### src/rtl/rv64i_pkg.sv
// Shared RV64I encodings and ALU operation set for the single-cycle datapath.
package rv64i_pkg;

  localparam int XLEN = 64;

  localparam logic [6:0] OPC_OP     = 7'b0110011;
  localparam logic [6:0] OPC_OP_IMM = 7'b0010011;
  localparam logic [6:0] OPC_LUI    = 7'b0110111;

  localparam logic [2:0] F3_ADD_SUB = 3'b000;
  localparam logic [2:0] F3_SLL     = 3'b001;
  localparam logic [2:0] F3_SLT     = 3'b010;
  localparam logic [2:0] F3_SLTU    = 3'b011;
  localparam logic [2:0] F3_XOR     = 3'b100;
  localparam logic [2:0] F3_SRL_SRA = 3'b101;
  localparam logic [2:0] F3_OR      = 3'b110;
  localparam logic [2:0] F3_AND     = 3'b111;

  localparam logic [6:0] F7_BASE = 7'b0000000;
  localparam logic [6:0] F7_ALT  = 7'b0100000;

  // Immediate shifts use a 6-bit shamt, so only instr[31:26] qualifies them.
  localparam logic [5:0] F6_SRL = 6'b000000;
  localparam logic [5:0] F6_SRA = 6'b010000;

  typedef enum logic [3:0] {
    ALU_ADD,
    ALU_SUB,
    ALU_SLL,
    ALU_SLT,
    ALU_SLTU,
    ALU_XOR,
    ALU_SRL,
    ALU_SRA,
    ALU_OR,
    ALU_AND,
    ALU_PASSB
  } alu_op_e;

endpackage

### src/rtl/regfile.sv
// 32 x XLEN integer register file: two combinational reads, one synchronous write.
module regfile
  import rv64i_pkg::*;
(
  input  logic            clk,
  input  logic            rst,
  input  logic [4:0]      rs1_addr,
  input  logic [4:0]      rs2_addr,
  input  logic [4:0]      rd_addr,
  input  logic            we,
  input  logic [XLEN-1:0] rd_data,
  output logic [XLEN-1:0] rs1_data,
  output logic [XLEN-1:0] rs2_data
);

  logic [XLEN-1:0] X [0:31];

  always_ff @(posedge clk) begin
    if (rst) begin
      for (int i = 0; i < 32; i++) X[i] <= '0;
    end else if (we && (rd_addr != 5'd0)) begin
      X[rd_addr] <= rd_data;
    end
  end

  // Reads see the pre-edge contents, so read-during-write returns the old value.
  assign rs1_data = (rs1_addr == 5'd0) ? '0 : X[rs1_addr];
  assign rs2_data = (rs2_addr == 5'd0) ? '0 : X[rs2_addr];

endmodule

### src/rtl/datapath.sv
// Single-cycle RV64I integer datapath: OP, OP-IMM and LUI, one instruction per clock.
module datapath #(
  parameter int XLEN    = 64,
  parameter int PC_STEP = 4
) (
  input  logic             clk,
  input  logic             rst,
  input  logic [31:0]      instruction,
  output logic [XLEN-1:0]  pc_out
);

  logic [6:0] opcode;
  logic [2:0] funct3;
  logic [6:0] funct7;
  logic [4:0] rs1, rs2, rd;

  assign opcode = instruction[6:0];
  assign rd     = instruction[11:7];
  assign funct3 = instruction[14:12];
  assign rs1    = instruction[19:15];
  assign rs2    = instruction[24:20];
  assign funct7 = instruction[31:25];

  logic [XLEN-1:0] pc;
  logic [XLEN-1:0] rs1_data, rs2_data, imm_val, alu_b, alu_y;
  logic [5:0]      shamt;
  logic            use_imm, reg_we;
  rv64i_pkg::alu_op_e alu_op;

  always_ff @(posedge clk) begin
    if (rst) pc <= '0;
    else     pc <= pc + XLEN'(PC_STEP);
  end

  assign pc_out = pc;

  always_comb begin
    alu_op  = rv64i_pkg::ALU_ADD;
    use_imm = 1'b0;
    reg_we  = 1'b0;
    case (opcode)
      rv64i_pkg::OPC_OP_IMM: begin
        use_imm = 1'b1;
        reg_we  = 1'b1;
        case (funct3)
          rv64i_pkg::F3_ADD_SUB: alu_op = rv64i_pkg::ALU_ADD;
          rv64i_pkg::F3_SLT:     alu_op = rv64i_pkg::ALU_SLT;
          rv64i_pkg::F3_SLTU:    alu_op = rv64i_pkg::ALU_SLTU;
          rv64i_pkg::F3_XOR:     alu_op = rv64i_pkg::ALU_XOR;
          rv64i_pkg::F3_OR:      alu_op = rv64i_pkg::ALU_OR;
          rv64i_pkg::F3_AND:     alu_op = rv64i_pkg::ALU_AND;
          rv64i_pkg::F3_SLL: begin
            alu_op = rv64i_pkg::ALU_SLL;
            reg_we = (instruction[31:26] == rv64i_pkg::F6_SRL);
          end
          default: begin
            if (instruction[31:26] == rv64i_pkg::F6_SRL)      alu_op = rv64i_pkg::ALU_SRL;
            else if (instruction[31:26] == rv64i_pkg::F6_SRA) alu_op = rv64i_pkg::ALU_SRA;
            else                                              reg_we = 1'b0;
          end
        endcase
      end
      rv64i_pkg::OPC_OP: begin
        reg_we = (funct7 == rv64i_pkg::F7_BASE);
        case (funct3)
          rv64i_pkg::F3_ADD_SUB: begin
            if (funct7 == rv64i_pkg::F7_ALT) begin
              alu_op = rv64i_pkg::ALU_SUB;
              reg_we = 1'b1;
            end else begin
              alu_op = rv64i_pkg::ALU_ADD;
            end
          end
          rv64i_pkg::F3_SRL_SRA: begin
            if (funct7 == rv64i_pkg::F7_ALT) begin
              alu_op = rv64i_pkg::ALU_SRA;
              reg_we = 1'b1;
            end else begin
              alu_op = rv64i_pkg::ALU_SRL;
            end
          end
          rv64i_pkg::F3_SLL:  alu_op = rv64i_pkg::ALU_SLL;
          rv64i_pkg::F3_SLT:  alu_op = rv64i_pkg::ALU_SLT;
          rv64i_pkg::F3_SLTU: alu_op = rv64i_pkg::ALU_SLTU;
          rv64i_pkg::F3_XOR:  alu_op = rv64i_pkg::ALU_XOR;
          rv64i_pkg::F3_OR:   alu_op = rv64i_pkg::ALU_OR;
          default:            alu_op = rv64i_pkg::ALU_AND;
        endcase
      end
      rv64i_pkg::OPC_LUI: begin
        use_imm = 1'b1;
        reg_we  = 1'b1;
        alu_op  = rv64i_pkg::ALU_PASSB;
      end
      default: reg_we = 1'b0;
    endcase
  end

  assign imm_val = (opcode == rv64i_pkg::OPC_LUI)
                 ? {{(XLEN-32){instruction[31]}}, instruction[31:12], 12'b0}
                 : {{(XLEN-12){instruction[31]}}, instruction[31:20]};

  assign alu_b = use_imm ? imm_val : rs2_data;
  // For immediate shifts alu_b[5:0] is instr[25:20]; for register shifts it is rs2[5:0].
  assign shamt = alu_b[5:0];

  always_comb begin
    alu_y = '0;
    case (alu_op)
      rv64i_pkg::ALU_ADD:   alu_y = rs1_data + alu_b;
      rv64i_pkg::ALU_SUB:   alu_y = rs1_data - alu_b;
      rv64i_pkg::ALU_SLL:   alu_y = rs1_data << shamt;
      rv64i_pkg::ALU_SLT:   alu_y = {{(XLEN-1){1'b0}}, ($signed(rs1_data) < $signed(alu_b))};
      rv64i_pkg::ALU_SLTU:  alu_y = {{(XLEN-1){1'b0}}, (rs1_data < alu_b)};
      rv64i_pkg::ALU_XOR:   alu_y = rs1_data ^ alu_b;
      rv64i_pkg::ALU_SRL:   alu_y = rs1_data >> shamt;
      rv64i_pkg::ALU_SRA:   alu_y = $signed(rs1_data) >>> shamt;
      rv64i_pkg::ALU_OR:    alu_y = rs1_data | alu_b;
      rv64i_pkg::ALU_AND:   alu_y = rs1_data & alu_b;
      rv64i_pkg::ALU_PASSB: alu_y = alu_b;
      default:              alu_y = '0;
    endcase
  end

  regfile REGFILE (
    .clk      (clk),
    .rst      (rst),
    .rs1_addr (rs1),
    .rs2_addr (rs2),
    .rd_addr  (rd),
    .we       (reg_we),
    .rd_data  (alu_y),
    .rs1_data (rs1_data),
    .rs2_data (rs2_data)
  );

endmodule

### config.mk
export PLATFORM = sky130hd
export DESIGN_NAME = datapath
export DESIGN_NICKNAME = d
export VERILOG_FILES = /design/src/rtl/rv64i_pkg.sv /design/src/rtl/regfile.sv /design/src/rtl/datapath.sv
export SDC_FILE = /design/constraint.sdc
export NUM_CORES = 1
export LEC_CHECK = 0
export BUFFER_PORTS_ARGS = -buffer_cell sky130_fd_sc_hd__buf_2
export CAP_MARGIN = 10
export CELL_PAD_IN_SITES_DETAIL_PLACEMENT = 2
export CELL_PAD_IN_SITES_GLOBAL_PLACEMENT = 2
export CORE_AREA = 2 2 112 114
export DETAILED_ROUTE_END_ITERATION = 12
export DIE_AREA = 0 0 114 116
export PLACE_DENSITY_LB_ADDON = 0.25
export SLEW_MARGIN = 20
export SYNTH_ARGS = -nofsm -noshare
export SYNTH_HDL_FRONTEND = slang
export SYNTH_SLANG_ARGS = --single-unit
export TNS_END_PERCENT = 1
### constraint.sdc
create_clock -name clk -period 2.16 [get_ports clk]
set_clock_uncertainty 0.2 [all_clocks]
set_input_delay 0.432 -clock clk [delete_from_list [all_inputs] [get_ports clk]]
set_output_delay 0.432 -clock clk [all_outputs]
set_load 0.01 [all_outputs]
Word level (Yosys, flattened, before mapping)
Cells that the tools add are included.

Add/subtract/negate cells: 1.

Operators with widths (count): $add 64x3->64 const B (1).

Register bits after elaboration: 64. Word-level logic and storage cells: 2. Output and inout bits: 64. Bits of input ports: 34.

Logic depth before layout (Yosys ltp)
Depth after elaboration: 1. Mapped depth: 6. Gate-level depth less buffers: 6.

Worst setup path before layout
OpenSTA, ideal clock, no wires.

Kind: reg2reg. Start: reg pc[2], in the netlist pc_out[2]. End: reg pc[50], in the netlist pc_out[50]. Cell stages (with the launch flop): 7. Path slack: -112 ps. Data arrival time: 2002 ps. Required time: 1890 ps. Clock period less this slack: 2272 ps. Library setup time: 70 ps. Path buffers: 0. Cell sequence: dfxtp_1 ha_1 nand4_2 nor3_4 nand4b_2 or4_1 a21oi_1.

Word-level cells in the longest chain between the ends: 1.

Ends and longest elaborated chain: start: declaration (line datapath.sv:24) `logic [XLEN-1:0] pc;`; start signal: assignment (line datapath.sv:32) `else pc <= pc + XLEN'(PC_STEP);`; $add 64x3->64 (line datapath.sv:32).

Every way passes these cells. A chain may end at the register's enable or synchronous reset.

Worst setup path in the final report
Start: reg pc[30], in the netlist pc_out[30]. End: reg pc[47], in the netlist pc_out[47].

The elaborated chain is that of the path after synthesis.

==> results.md <==
* Logic gate share of total power at 0.024
* Sequential Area at 0.00127 mm2
* Area contributors post-synth: dfxtp_1 (41%), xor2_1 (7.5%), nor2_1 (5.9%), nand4_1 (4.5%), nor4_4 (4.2%)
* Initial antenna violation count at 0
* CP startpoint kind: register
* R2R Setup Slk at 0.05 ns
* CP max stage delay at 0.39 ns
* Die footprint at 0.0132 mm2
* RSZ-0062 raised after global routing: yes
* Initial core utilization at 0.256
* Yosys cell types at 35
* Worst setup path startpoint: pc_out[30]
* Ant diodes at 0
* Total leakage power at between 2 and 2.5 nW
* Final cycle utilization of the critical path at 0.979
* Row cnt at 40
* Maximum vdd ir drop at around 0.30 mV
* Max reg flops at 62
* Switching share of power at 0.222
* Clock buffer depth at 2
* Worst EP arrival at 2.19 ns
* Reg2reg path depth at 7
* Largest net degree at the start of global routing at 33
* Max Transition Viols Final at 0
* Maxcap violations at 0
* Core area at 0.0119 mm2
* Clock latency on the worst-skew pair at 0.34 ns
* Layout cells sized above 1 at 0.459
* Post-Synthesis Cells at about 340
* Run status: finished, final reports clean
* Total negative slack at 0 ns
* Net Switching at 0.561 mW
* CTS buffer count at 9
* Grt total ovfl at 0
* Syn avg cell area at 8.99 um2
* Vias in the first global route at 3523
* Htree depth at 3
* Synth top area share at 0.407
* CTS sink cnt at 62
* Crit-path leading delay family: simple AND/OR/NAND/NOR gates
* Post-route DRC at 0
* Pint at ~2.0 mW
* Reg2Reg Capture Point: pc_out[47]
* Min-Delay Endpoint: pc_out[63]
* Hold Path Class: register to register
* Die X at 114 um
* Tot GR Track Use at 0.177
* Final hold violation count at 0
* Nets at 540
* # port buffers at 63
* Pwr Density at 534 mW/mm2
* Hold Crit Start: pc_out[63]
* Critical path endpoint category: register
* First-pass GRT wire length at roughly 18 mm
* Post-Place Cells at 631
* Post-route setup slack at about 0.046 ns
* Clock power frac at 0.518
* Dpl ws at -0.0905 ns
* FILL cells at 1349
* Post-synth top area cell: dfxtp_1
* Sequential power share at 0.458
* Critical-path cell list: buf_4 -> nand4_1 -> nor4_4 -> nand4_4 -> buf_6 -> or3_1 -> a21oi_1
* Drt pass-1 iters at 4
* CP max-delay cell: nor4_4
* Clk root buf: clkbuf_16
* Routed Antenna Nets at 0
* DR vias at between 3000 and 4000
* Multi-input logic area at 0.00189 mm2
* Achievable Freq at 473 MHz
* CP bufs+invs at 2
* Hold-fix buffers at CTS at 0
* Final setup viols at 0
* CTS tree: built
* Ys Warns at 0
* Cell Count, Final, Fillers Out at 655
* Hold depth at 2
* Die Y-Extent at 116 um
* Post-Route WL at 11.4 mm
* Final Wtd Congestion at 0.750
* Critical path peak fanout at 4
* Reg2reg start: pc_out[30]
* Via/cell ratio at between 4 and 5
* Tmin final at 2.11 ns
* Part of the Yosys area used for sequential elements at 0.407
* Worst path required time at 2.23 ns
* HPWL after DPL at 8.25 mm
* Clk slew on worst S/H paths at 0.05 ns
* Mapped cell area at 0.00305 mm2
* I/O pins at 98
* Wire length per cell at ~17 um
* Flops & latches, synth at between 60 and 70
* Crit path kind: register to register
* Drt initial violations at 79
* Layout area overhead at 54.8%
## timing repair
action                     CTS  global route
pin swaps                    3            18
gates resized for setup      3            44
buffers inserted             1             9
setup endpoints to repair   17            22
## power groups by stage
stage | combinational, mW | clock [mW] | sequential, mW
after global placement | 0.0590 | 0 | 1.18
after floorplan | 0.0302 | 0 | 1.18
after global routing | 0.0666 | 1.40 | 1.15
after detailed placement | 0.0614 | 0 | 1.18
final | 0.0610 | 1.31 | 1.15
after CTS | 0.0617 | 1.35 | 1.16
## worst max path at each step
stage,cells after the start,slack [ns],end
6_report,7,0.05,pc_out[47]
5_1_grt,7,-0.08,pc_out[55]
4_1_cts,6,-0.06,pc_out[48]
3_5_place_dp,6,-0.09,pc_out[61]
3_3_place_gp,6,0.002,pc_out[61]
2_1_floorplan,5,0.0006,pc_out[50]
## through the flow
step           area [um2]  hold slack (ns)   util  power [mW]
2_1_floorplan        3080            0.269      -        1.21
3_3_place_gp         4230            0.271  0.355        1.24
3_5_place_dp         4230            0.288  0.355        1.24
4_1_cts              4520            0.297  0.379        2.57
5_1_grt              4720            0.317  0.396        2.62
6_report             4720            0.292  0.396        2.52
## worst reg2reg max path: cells and delay by family, from the launching register on
family	cells	cell delay [ns]
AO/OA/AOI/OAI	1	0.12
buffers and inverters	2	0.32
flip-flops	1	0.36
AND/OR/NAND/NOR	4	1.05
## layer usage
metal	track usage	part of all wire	vias to the layer above
met3	0.0424	0.035	12
met5	0	0	-
met1	0.204	0.42	1631
met4	0.0593	0.012	0
met2	0.323	0.53	55
li1	-	-	1565
## area by class of cell
| class | instances | share of cell area |
|---|---|---|
| clock buffers | 12 | 0.0522 |
| clock inverters | 2 | 0.00212 |
| inverters | 5 | 0.00398 |
| multi-input cells | 264 | 0.401 |
| flip-flops and latches | 62 | 0.269 |
| well taps | 147 | 0.0390 |
| repair buffers | 163 | 0.233 |
## Yosys cell counts (all sizes together)
| cell | n |
|---|---|
| a21oi | 22 |
| and2 | 1 |
| and3 | 2 |
| and4 | 2 |
| buf | 2 |
| clkbuf | 7 |
| conb | 1 |
| dfxtp | 62 |
| ha | 1 |
| inv | 5 |
| nand2 | 23 |
| nand3 | 25 |
| nand4 | 30 |
| nand4b | 2 |
| nor2 | 48 |
| nor2b | 3 |
| nor3 | 8 |
| nor3b | 1 |
| nor4 | 10 |
| o21ai | 16 |
| o31ai | 8 |
| or3 | 14 |
| or4 | 10 |
| xnor2 | 10 |
| xor2 | 26 |
## layout by cell type, fill, tap and decap left out, drive strengths merged, types with 3 or more instances in the layout
master    n
nor2     48
xor2     26
nand3    25
o31ai     8
buf     163
nor2b     3
o21ai    16
nand4    30
nand2    23
inv       5
dfxtp    62
nor4     10
nor3      8
a21oi    22
clkbuf   12
xnor2    10
or3      14
or4      10
## kinds of logic (layout without fill, tap and decap cells)
group	after synthesis	in the layout	synth area share
AO/OA/AOI/OAI	46	46	0.0821
XOR/XNOR	36	36	0.103
adder cells (fa/ha/maj)	1	1	0.00410
buffers and inverters	14	182	0.0197
flip-flops	62	62	0.407
other	1	2	0.00123
AND/OR/NAND/NOR	179	179	0.382
(Power assumes the default switching activity.)
